### config.mk
export PLATFORM = sky130hd
export DESIGN_NAME = kamikaze_ahb_arbiter
export DESIGN_NICKNAME = d
export VERILOG_FILES = /design/src/rtl/kamikaze_ahb_pkg.sv /design/src/rtl/kamikaze_ahb_arbiter.sv
export SDC_FILE = /design/constraint.sdc
export NUM_CORES = 1
export LEC_CHECK = 0
export ABC_AREA = 1
export ABC_CLOCK_PERIOD_IN_PS = 3300
export CAP_MARGIN = 20
export CORE_AREA = 3 3 110 112
export CTS_CLUSTER_SIZE = 20
export DETAILED_ROUTE_END_ITERATION = 6
export DIE_AREA = 0 0 113 115
export DONT_BUFFER_PORTS = 1
export HOLD_SLACK_MARGIN = 0.08
export SYNTH_ARGS = -nofsm -noshare
export SYNTH_HDL_FRONTEND = slang
export SYNTH_SLANG_ARGS = --single-unit
### constraint.sdc
create_clock -name clk_i -period 3.3 [get_ports clk_i]
set_clock_uncertainty 0.2 [all_clocks]
set_input_delay 0.825 -clock clk_i [delete_from_list [all_inputs] [get_ports clk_i]]
set_output_delay 0.825 -clock clk_i [all_outputs]
set_load 0.01 [all_outputs]
### src/rtl/kamikaze_ahb_pkg.sv
// kamikaze_ahb_pkg
//  Shared AHB-Lite encodings for the kamikaze core bus interface.
//  HTRANS/HSIZE/HPROT constants and the requester owner encoding
//  used by the I/D arbiter.
package kamikaze_ahb_pkg;

  localparam logic [1:0] HTRANS_IDLE   = 2'b00;
  localparam logic [1:0] HTRANS_NONSEQ = 2'b10;

  localparam logic [2:0] HSIZE_BYTE = 3'b000;
  localparam logic [2:0] HSIZE_HALF = 3'b001;
  localparam logic [2:0] HSIZE_WORD = 3'b010;

  localparam logic [3:0] HPROT_INSN = 4'b0000;
  localparam logic [3:0] HPROT_DATA = 4'b0001;

  typedef enum logic {
    OWN_I = 1'b0,
    OWN_D = 1'b1
  } owner_e;

endpackage

### src/rtl/kamikaze_ahb_arbiter.sv
// kamikaze_ahb_arbiter
//  Shares one AHB-Lite master port between the instruction-fetch (I) and
//  load/store (D) requesters. Each req/gnt/rvalid handshake becomes a
//  pipelined NONSEQ single transfer; responses are routed to whichever side
//  owns the data phase. D has priority, but after MAX_D_RUN consecutive D
//  grants with I waiting, the next grant goes to I.
//
//  Ports
//   clk_i, rst_i                     clock, synchronous active-high reset
//   i_req_i/i_addr_i                 I request (word reads only)
//   i_gnt_o/i_rvalid_o/i_rdata_o/i_err_o   I handshake outputs
//   d_req_i/d_addr_i/d_we_i/d_size_i/d_wdata_i   D request
//   d_gnt_o/d_rvalid_o/d_rdata_o/d_err_o   D handshake outputs
//   HADDR..HPROT                     AHB-Lite master address/control/wdata
//   HRDATA/HREADY/HRESP              AHB-Lite slave response
module kamikaze_ahb_arbiter
  import kamikaze_ahb_pkg::*;
#(
  parameter int MAX_D_RUN = 4
) (
  input  logic        clk_i,
  input  logic        rst_i,
  input  logic        i_req_i,
  input  logic [31:0] i_addr_i,
  output logic        i_gnt_o,
  output logic        i_rvalid_o,
  output logic [31:0] i_rdata_o,
  output logic        i_err_o,
  input  logic        d_req_i,
  input  logic [31:0] d_addr_i,
  input  logic        d_we_i,
  input  logic [2:0]  d_size_i,
  input  logic [31:0] d_wdata_i,
  output logic        d_gnt_o,
  output logic        d_rvalid_o,
  output logic [31:0] d_rdata_o,
  output logic        d_err_o,
  output logic [31:0] HADDR,
  output logic [1:0]  HTRANS,
  output logic        HWRITE,
  output logic [2:0]  HSIZE,
  output logic [31:0] HWDATA,
  output logic [2:0]  HBURST,
  output logic        HMASTLOCK,
  output logic [3:0]  HPROT,
  input  logic [31:0] HRDATA,
  input  logic        HREADY,
  input  logic        HRESP
);

  localparam int CNT_W = $clog2(MAX_D_RUN + 1);
  localparam logic [CNT_W-1:0] CNT_MAX = CNT_W'(MAX_D_RUN);

  logic             hold_q;
  owner_e           hold_owner_q;
  logic             dph_valid_q;
  owner_e           dph_owner_q;
  logic             dph_we_q;
  logic [31:0]      wdata_q;
  logic [CNT_W-1:0] run_cnt_q;
  logic             err_q;       // second cycle of a two-cycle ERROR response

  logic   err_first;
  logic   force_idle;
  logic   sel_valid;
  owner_e sel_owner;
  logic   any_gnt;

  // First ERROR cycle is recognised only while a data phase is outstanding.
  assign err_first  = dph_valid_q & HRESP & ~HREADY;
  // The bus must stay IDLE across both ERROR cycles and while reset is held.
  assign force_idle = err_first | err_q | rst_i;

  always_comb begin
    sel_valid = 1'b0;
    sel_owner = OWN_I;
    if (hold_q) begin
      // A stalled address phase keeps its owner regardless of new requests.
      sel_valid = 1'b1;
      sel_owner = hold_owner_q;
    end else if (d_req_i && ((run_cnt_q < CNT_MAX) || !i_req_i)) begin
      sel_valid = 1'b1;
      sel_owner = OWN_D;
    end else if (i_req_i) begin
      sel_valid = 1'b1;
      sel_owner = OWN_I;
    end
    if (force_idle) begin
      sel_valid = 1'b0;
    end
  end

  always_comb begin
    HTRANS = HTRANS_IDLE;
    HADDR  = 32'h0;
    HWRITE = 1'b0;
    HSIZE  = HSIZE_WORD;
    HPROT  = HPROT_INSN;
    if (sel_valid) begin
      HTRANS = HTRANS_NONSEQ;
      if (sel_owner == OWN_D) begin
        HADDR  = d_addr_i;
        HWRITE = d_we_i;
        HSIZE  = d_size_i;
        HPROT  = HPROT_DATA;
      end else begin
        HADDR  = i_addr_i;
      end
    end
  end

  assign HBURST    = 3'b000;
  assign HMASTLOCK = 1'b0;

  assign i_gnt_o = sel_valid & (sel_owner == OWN_I) & HREADY;
  assign d_gnt_o = sel_valid & (sel_owner == OWN_D) & HREADY;
  assign any_gnt = i_gnt_o | d_gnt_o;

  assign i_rvalid_o = dph_valid_q & (dph_owner_q == OWN_I) & HREADY & ~rst_i;
  assign d_rvalid_o = dph_valid_q & (dph_owner_q == OWN_D) & HREADY & ~rst_i;
  assign i_rdata_o  = HRDATA;
  assign d_rdata_o  = HRDATA;
  assign i_err_o    = i_rvalid_o & HRESP;
  assign d_err_o    = d_rvalid_o & HRESP;

  assign HWDATA = (dph_valid_q && dph_owner_q == OWN_D && dph_we_q) ? wdata_q : 32'h0;

  always_ff @(posedge clk_i) begin
    if (rst_i) begin
      hold_q       <= 1'b0;
      hold_owner_q <= OWN_I;
      dph_valid_q  <= 1'b0;
      dph_owner_q  <= OWN_I;
      dph_we_q     <= 1'b0;
      wdata_q      <= 32'h0;
      run_cnt_q    <= '0;
      err_q        <= 1'b0;
    end else begin
      err_q <= err_first;

      // Address hold: latch the owner when a NONSEQ stalls; an ERROR
      // response abandons the hold so the request is re-arbitrated.
      if (force_idle) begin
        hold_q <= 1'b0;
      end else if (sel_valid && !HREADY) begin
        hold_q       <= 1'b1;
        hold_owner_q <= sel_owner;
      end else if (HREADY) begin
        hold_q <= 1'b0;
      end

      // Data phase tracking.
      if (any_gnt) begin
        dph_valid_q <= 1'b1;
        dph_owner_q <= sel_owner;
        dph_we_q    <= (sel_owner == OWN_D) & d_we_i;
        if (d_gnt_o) begin
          wdata_q <= d_wdata_i;
        end
      end else if (HREADY) begin
        dph_valid_q <= 1'b0;
      end

      // Starvation counter: counts D grants that overtook a waiting I.
      if (!i_req_i || i_gnt_o) begin
        run_cnt_q <= '0;
      end else if (d_gnt_o && run_cnt_q < CNT_MAX) begin
        run_cnt_q <= run_cnt_q + CNT_W'(1);
      end
    end
  end

endmodule

Word level (Yosys, flattened, before mapping)
Cells that the tools add are included.
{"block": "op_classes", "add_sub_neg": 1, "multipliers": 0, "n_div": 0, "magnitude_cmp": 1, "n_eq_ne": 0, "shift": 0, "mux": 19, "bitwise": 23, "reduce_logical": 15}
{"cell": "2-to-1 mux 32 bit", "count": 3}
{"cell": "AND 1 bit", "count": 15}
{"cell": "2-to-1 mux 1 bit", "count": 13}
{"cell": "2-to-1 mux 3 bit", "count": 2}
{"cell": "logical AND 1 bit", "count": 5}
{"cell": "inverter 1 bit", "count": 5}
{"cell": "AND reduction 2 bit", "count": 2}
{"cell": "nonzero test 2 bit", "count": 2}
{"cell": "OR reduction 2 bit", "count": 2}
{"cell": "adder 3 x 1 -> 3 bit (second input constant)", "count": 1}
{"cell": "< comparator 3 bit (second input constant)", "count": 1}
{"cell": "OR 1 bit", "count": 3}
{"cell": "logical NOT 1 bit", "count": 2}
{"cell": "logical OR 1 bit", "count": 2}
{"cell": "2-to-1 mux 2 bit", "count": 1}
{"block": "word_totals", "reg_bits": 41, "latch_bits": 0, "mem_bits_rw": 0, "mem_bits_ro": 0, "inputBits": 138, "output_inout_bits": 148, "memories": 0}

Depth between registers and ports, before layout
Gate-level depths: netlist (run 1).
{"block": "depth", "word_depth": 10, "ltp_mapped": 10, "ltp_nobuf": 9}

Worst setup path before layout (run 1)
No wires, ideal clock.
{"block": "synth_timing", "path_type": "input-to-output", "startpoint": "in HREADY", "endpoint": "out HADDR[0]", "arrival_ps": 1754, "slack_ps": 521, "cell_stages": 8, "path_buffers": 3, "cell_sequence": "buf_6 -> inv_2 -> nand3_2 -> nand2_2 -> nor2_4 -> buf_4 -> buf_4 -> a22o_1"}
{"block": "synth_between", "elab_chain_len": 6}
{"element": "start, declared", "line_no": "kamikaze_ahb_arbiter.sv:47", "rtl": "input logic HREADY,"}
{"element": "inverter 1 bit", "line_no": "kamikaze_ahb_arbiter.sv:70", "rtl": "assign err_first = dph_valid_q & HRESP & ~HREADY;"}
{"element": "AND 1 bit", "line_no": "kamikaze_ahb_arbiter.sv:70"}
{"element": "OR 1 bit (2 in series)", "line_no": "kamikaze_ahb_arbiter.sv:72", "rtl": "assign force_idle = err_first | err_q | rst_i;"}
{"element": "2-to-1 mux 1 bit", "line_no": "kamikaze_ahb_arbiter.sv:88", "rtl": "if (force_idle) begin"}
{"element": "2-to-1 mux 32 bit", "line_no": "kamikaze_ahb_arbiter.sv:99", "rtl": "if (sel_valid) begin"}
{"element": "end, declared", "line_no": "kamikaze_ahb_arbiter.sv:38", "rtl": "output logic [31:0] HADDR,"}
Every way passes these cells.

Final worst setup path (run 1)
{"block": "layout_timing", "startpoint": "in rst_i", "endpoint": "out HADDR[16]"}
{"block": "layout_between", "elab_chain_len": 3}
{"element": "start, declared", "line_no": "kamikaze_ahb_arbiter.sv:22", "rtl": "input logic rst_i,"}
{"element": "OR 1 bit", "line_no": "kamikaze_ahb_arbiter.sv:72"}
{"element": "2-to-1 mux 1 bit", "line_no": "kamikaze_ahb_arbiter.sv:88"}
{"element": "2-to-1 mux 32 bit", "line_no": "kamikaze_ahb_arbiter.sv:99"}
Every way passes these cells.

==> impl_summary.log, run 1 <==
[metrics] status: complete, no violations
[metrics] dpl hpwl: 8.029 mm
[metrics] clock tree buffer depth: 2
[metrics] top flip-flop cell by instance count after synthesis: dfxtp_1
[metrics] RSZ-0062 raised after global routing: no
[metrics] final routed DRC violation total: 0
[metrics] leading cell types by count after synthesis: buf_4, nand2_1, inv_1
[metrics] WL per Instance: 19.46 um
[metrics] synthesized area: 2845 um^2
[metrics] Crit Path Category: in -> out
[metrics] worst hold stages: 2
[metrics] Hold Violations, Final: 0
[metrics] placed inst area: 2451 um^2
[metrics] summed area of non-filler cells in the final layout: 2623 um^2
[metrics] depth of the worst register-to-register path: 11
[metrics] clock latency on the worst-skew pair: 0.27 ns
[metrics] number of standard cells after synthesis: 399
[metrics] top post-synthesis cells by area: dfxtp_1, buf_4, a22o_1
[metrics] Remaining Overflow, GRT: 0
[metrics] number of H-tree branching levels: 2
[metrics] number of buffers created by CTS: 5
[metrics] total power: 1246 uW
[metrics] launch point of the worst hold path: wdata_q[3]
[metrics] root buffer selected by CTS: clkbuf_16
[metrics] internal power: 932.0 uW
[metrics] final worst path period need: 2.948 ns
[metrics] launching point of the worst reg2reg path: run_cnt_q[2]
[metrics] power density normalized to cell area: 475.1 nW/um^2
[metrics] Post-Route Utilization: 23.17%
[metrics] Psw: 314.0 uW
[metrics] fraction of layout instances using a drive strength above 1: 13.64%
[metrics] peak supply drop: 158.3 uV
[metrics] highest attainable clock frequency: 339.3 MHz
[metrics] I/O pin total: 286
[metrics] most frequent cell after synthesis: buf_4
[metrics] Pins Over Slew Limit: 0
[metrics] dominant combinational cell family by area after synthesis: buffers and inverters
[metrics] category of the worst setup path capture point: primary output
[metrics] number of distinct library cell variants in the gate-level netlist after synthesis: 26
[metrics] Total Negative Setup Slacks: 0 ns
[metrics] proportion of power drawn by combinational gates: 13.5%
[metrics] num rows: 39
[metrics] largest net degree at the start of global routing: 40
[metrics] Die X: 113 um
[metrics] final wirelength: 9.206 mm
[metrics] worst hold path class: reg -> reg
[metrics] CTS-repair resized insts: 0
[metrics] number of antenna violations at the first check in global routing: 0
[metrics] fin nets: 468
[metrics] number of clock sinks seen by CTS: 41
[metrics] arithmetic-cell share of the synthesized area counting full adders, half adders and majority gates: 0.4398%
[metrics] proportion of register bits with asynchronous set or reset after synthesis: 0%
[metrics] register area share after synthesis: 28.85%
[metrics] count of endpoints failing setup in the final report: 0
[metrics] reg2reg end: wdata_q[9]
[metrics] TritonCTS clock tree: yes
[metrics] reg2reg setup slack: 1.38 ns
[metrics] post-route antenna net violation count: 0
[metrics] register clock-pin slew on the reported worst setup and hold paths: 0.06 ns
[metrics] share of the synthesized area in the top cell type: 28.85%
[metrics] synthesized-area fraction occupied by xor and xnor cells: 0%
[metrics] number of warnings issued by yosys: 0
[metrics] largest area contributor in the netlist: dfxtp_1
[metrics] buffers added on ports: 0
[metrics] clock power share: 44.5%
[metrics] Synth-to-Final Area Change: -7.827%
[metrics] detailed router's first-iteration violation count: 69
[metrics] WP data arrival: 1.92 ns
[metrics] data required time of the critical path: 2.27 ns
[metrics] max-cap viol count: 0
[metrics] Compound-Gate Fraction of Synth Area: 17.90%
[metrics] Die ar.: 13000 um^2
[metrics] via-per-instance ratio: 4.641
[metrics] Synth Area per Inst: 7.131 um^2
[metrics] last weighted congestion value of the routability-driven placer: 0.8511
[metrics] maximum fanout along the worst path: 38
[metrics] floorplan die height: 115 um
[metrics] worst min-delay path endpoint: wdata_q[3]
[metrics] initial core utilization: 25.13%
[metrics] Tcrit/Tclk final: 89.32%
[metrics] setup fix buffers added after clock tree synthesis: 0
[metrics] proportion of synthesized area in mux cells: 0%
[metrics] sequential share of power: 42.0%
[metrics] hold buffer count at cts: 0
[metrics] drt first pass iters: 4
[metrics] area of the placeable core: 11320 um^2
[metrics] number of fill cells in the layout: 1274
[metrics] global-route wire length before repair: 12.74 mm
[metrics] number of global-route vias before repair: 2025
[metrics] via total after detailed routing: 2195
[metrics] Post-Synth Simple-Gate Area: 21.46%
[metrics] startpoint type of the worst setup path: input pin
[metrics] Sw Ratio: 25.20%
[metrics] GR Util All Layers: 13.17%
[metrics] count of flip-flops with a built-in enable after synthesis: 0
[metrics] leakage power summed over all cells: 0.0009153 uW
[metrics] count of state elements after synthesis: 41
[metrics] diode count: 0
-- logic make-up after synthesis --
| group | Yosys count |
|---|---|
| buf+inv | 143 |
| fa+ha+maj | 1 |
| other cells | 1 |
| simple gates | 142 |
| compound gates | 71 |
| flops | 41 |
-- power groups by stage --
stage          clock network [uW]  registers (uW)  logic, uW
2_1_floorplan                   0             532        248
3_3_place_gp                    0             534        168
3_5_place_dp                    0             535        171
4_1_cts                       572             524        171
5_1_grt                       596             526        187
6_report                      554             524        168
-- worst max-delay path: stages --
cell	delay (ns)
nor2_1	0.13
inv_1	0.06
nor2_1	0.16
nand2_2	0.14
nor2_4	0.20
buf_12	0.19
a22o_1	0.20
-- cell usage in the layout (no fill, tap or decap), types with 3 or more instances in the layout --
master     count
nand2_1       71
inv_1         47
nor2_1        43
dfxtp_1       41
a22o_1        32
a21oi_1       29
nand2_2       11
a21oi_2        9
conb_1         8
buf_4          8
nand3_1        7
clkbuf_16      5
nand4_1        3
-- worst max path at each step --
stage / depth (start not counted) / slack, ns / start / endpoint
5_1_grt: 7 / 0.26 / rst_i / HADDR[25]
4_1_cts: 7 / 0.35 / rst_i / HADDR[25]
6_report: 7 / 0.35 / rst_i / HADDR[16]
3_3_place_gp: 7 / 0.41 / rst_i / HADDR[12]
2_1_floorplan: 8 / 0.52 / HREADY / HADDR[0]
3_5_place_dp: 7 / 0.36 / rst_i / HADDR[25]
-- flip-flops by register name, indices dropped and copies added (netlist names) --
name,cells
wdata_q,32
hold_owner_q,1
hold_q,1
dph_valid_q,1
err_q,1
dph_we_q,1
dph_owner_q,1
run_cnt_q,3
-- metrics by stage --
| stage | hold WS, ns | setup WS (ns) | instances |
|---|---|---|---|
| 2_1_floorplan | 0.2436 | 0.5215 | 406 |
| 3_3_place_gp | 0.2472 | 0.4102 | 465 |
| 3_5_place_dp | 0.2522 | 0.3572 | 465 |
| 4_1_cts | 0.2615 | 0.3548 | 473 |
| 5_1_grt | 0.2803 | 0.2556 | 473 |
| 6_report | 0.2608 | 0.3523 | 473 |
-- final cells by class --
type                       count  area (um^2)  area share [%]
clock buffer                   5        125.1           4.771
clock inverter                 3        46.29           1.765
inverter                      49        188.9           7.204
multi-input combinational    222         1162           44.32
sequential                    41        820.8           31.30
tap                          143        178.9           6.823
timing repair buffer          10        100.1           3.817
-- routing by layer --
metal,GRT usage [%],up-vias,share of wire (%)
li1,-,1036,-
met1,14.35,1001,37
met2,25.36,151,53
met3,3.947,7,9.1
met4,2.404,0,0.75
met5,0,-,0
Power figures use the tool's default switching activity.
==> inputs of run 2 (changes only) <==
CTS_BUF_LIST = sky130_fd_sc_hd__clkbuf_8   (was default)
==> impl_summary.log, run 2 (synthesis results as in run 1) <==
[metrics] buffers added on ports: 0 (unchanged)
[metrics] number of antenna violations at the first check in global routing: 0 (unchanged)
[metrics] top metal layer carrying routed signals: met4
[metrics] Most flops, register: wdata_q
[metrics] final worst path period need: 2.948 ns (+0.0004270 ns)
[metrics] via total after detailed routing: 2188 (-0.32%)
[metrics] last weighted congestion value of the routability-driven placer: 0.8511 (unchanged)
[metrics] peak supply drop: 251.8 uV (+59%)
[metrics] max-cap viol count: 0 (unchanged)
[metrics] via-per-instance ratio: 4.626 (-0.32%)
[metrics] GR Util All Layers: 13.15% (-0.022 points)
[metrics] number of buffers created by CTS: 5 (unchanged)
[metrics] status: complete, no violations
[metrics] data required time of the critical path: 2.27 ns (about the same)
[metrics] register clock-pin slew on the reported worst setup and hold paths: 0.08 ns (+0.02 ns)
[metrics] Crit Path Category: in -> out
[metrics] CTS-repair resized insts: 0 (unchanged)
[metrics] Hold Violations, Final: 0 (unchanged)
[metrics] floorplan die height: 115 um (unchanged)
[metrics] number of global-route vias before repair: 2011 (-0.69%)
[metrics] hold buffer count at cts: 0 (unchanged)
[metrics] worst hold stages: 2 (unchanged)
[metrics] drt first pass iters: 4 (unchanged)
[metrics] highest attainable clock frequency: 339.2 MHz (about the same)
[metrics] maximum fanout along the worst path: 38 (unchanged)
[metrics] WP data arrival: 1.92 ns (about the same)
[metrics] highest-delay cell along the critical path: nor2_4
[metrics] WL per Instance: 19.38 um (-0.45%)
[metrics] Total Negative Setup Slacks: 0 ns (unchanged)
[metrics] largest net degree at the start of global routing: 40 (unchanged)
[metrics] number of H-tree branching levels: 2 (unchanged)
[metrics] Die ar.: 13000 um^2 (unchanged)
[metrics] setup fix buffers added after clock tree synthesis: 0 (unchanged)
[metrics] fraction of layout instances using a drive strength above 1: 13.64% (unchanged)
[metrics] reg2reg setup slack: 1.38 ns (about the same)
[metrics] num rows: 39 (unchanged)
[metrics] initial core utilization: 25.13% (unchanged)
[metrics] TritonCTS clock tree: yes
[metrics] total power: 1097 uW (-12%)
[metrics] root buffer selected by CTS: clkbuf_8
[metrics] top flop regs: wdata_q: 32 flops, run_cnt_q: 3 flops
[metrics] Die X: 113 um (unchanged)
[metrics] critical path cell sequence: nor2_1 -> inv_1 -> nor2_1 -> nand2_2 -> nor2_4 -> buf_12 -> a22o_1
[metrics] Remaining Overflow, GRT: 0 (unchanged)
[metrics] max reg flops: 32 (unchanged)
[metrics] area of the placeable core: 11320 um^2 (unchanged)
[metrics] clock latency on the worst-skew pair: 0.29 ns (+0.02 ns)
[metrics] fin nets: 468 (unchanged)
[metrics] sum of met3 wire segment lengths after detailed routing: 832 um (-0.48%)
[metrics] top library cells by usage in the layout, fill and taps aside: nand2_1, inv_1, nor2_1
[metrics] category of cells accounting for the largest share of critical-path delay: simple AND/OR/NAND/NOR gates
[metrics] Met1 Routed Length: 3.393 mm (-0.85%)
[metrics] depth of the worst register-to-register path: 11 (unchanged)
[metrics] clock tree buffer depth: 2 (unchanged)
[metrics] post-route antenna net violation count: 0 (unchanged)
[metrics] total instance count after detailed placement: 465 (unchanged)
[metrics] Synth-to-Final Area Change: -9.807%
[metrics] most frequent cell on the critical path: nor2_1
[metrics] count of endpoints failing setup in the final report: 0 (unchanged)
[metrics] detailed router's first-iteration violation count: 70 (+1.4%)
[metrics] CP bufs+invs: 2 (unchanged)
[metrics] number of clock sinks seen by CTS: 41 (unchanged)
[metrics] leakage power summed over all cells: 0.0008897 uW (-2.8%)
[metrics] I/O pin total: 286 (unchanged)
[metrics] final wirelength: 9.165 mm (-0.45%)
[metrics] RSZ-0062 raised after global routing: no
[metrics] startpoint type of the worst setup path: input pin
[metrics] delay contributed by the slowest stage of the critical path: 0.20 ns (about the same)
[metrics] diode count: 0 (unchanged)
[metrics] category of the worst setup path capture point: primary output
[metrics] wire length on met2: 4.862 mm (-0.33%)
[metrics] Tcrit/Tclk final: 89.34% (about the same)
[metrics] Pins Over Slew Limit: 0 (unchanged)
[metrics] dpl hpwl: 8.029 mm (unchanged)
[metrics] worst hold path class: reg -> reg
[metrics] final cell count without fillers: 473 (unchanged)
[metrics] final routed DRC violation total: 0 (unchanged)
[metrics] global-route wire length before repair: 12.72 mm (-0.22%)
[metrics] stages on the worst setup path: 7 (unchanged)
[metrics] most common library cell in the layout ignoring fill and taps: nand2_1
[metrics] power density normalized to cell area: 427.3 nW/um^2 (-10%)
-- run 2: tightest hold or removal path: cells and delay by family, from the launching register on --
family,cells,cell delay (ns)
AO/OA/AOI/OAI,1,0.05
flip-flops,1,0.31
AND/OR/NAND/NOR,1,0.06
-- run 2: layout make-up --
| type | count | area, um^2 |
|---|---|---|
| flip-flops and latches | 41 | 820.8 |
| multi-input cells | 222 | 1162 |
| well taps | 143 | 178.9 |
| clock buffers | 5 | 68.82 |
| fillers | 1279 | 8755 |
| clock inverters | 3 | 46.29 |
| repair buffers | 10 | 100.1 |
| inverters | 49 | 188.9 |
-- run 2: metal layers --
| layer | track usage [%] | up-vias |
|---|---|---|
| met3 | 3.947 | 8 |
| met5 | 0 | - |
| met4 | 2.404 | 0 |
| met2 | 25.32 | 151 |
| met1 | 14.32 | 994 |
| li1 | - | 1035 |
-- run 2: final timing paths --
check	from	end
max	rst_i	HADDR[16]
max reg2reg	run_cnt_q[2]	wdata_q[9]
min	wdata_q[11]	wdata_q[11]
min reg2reg	wdata_q[11]	wdata_q[11]
-- run 2: metrics by stage --
step	hold WS [ns]	instance area (um^2)	utilization [%]	setup slack, ns
floorplan	0.2436	2872	-	0.5215
CTS	0.2647	2566	22.67	0.3548
global route	0.2839	2566	22.67	0.2556
global placement	0.2472	2451	21.65	0.4102
detailed placement	0.2522	2451	21.65	0.3572
finish	0.2630	2566	22.67	0.3519
-- run 2: report_power, final --
part | leakage (uW) | internal (uW) | switching [uW]
logic | 0.000502 | 60.7 | 107
clock network | 0.0000543 | 226 | 179
registers | 0.000333 | 513 | 10.4
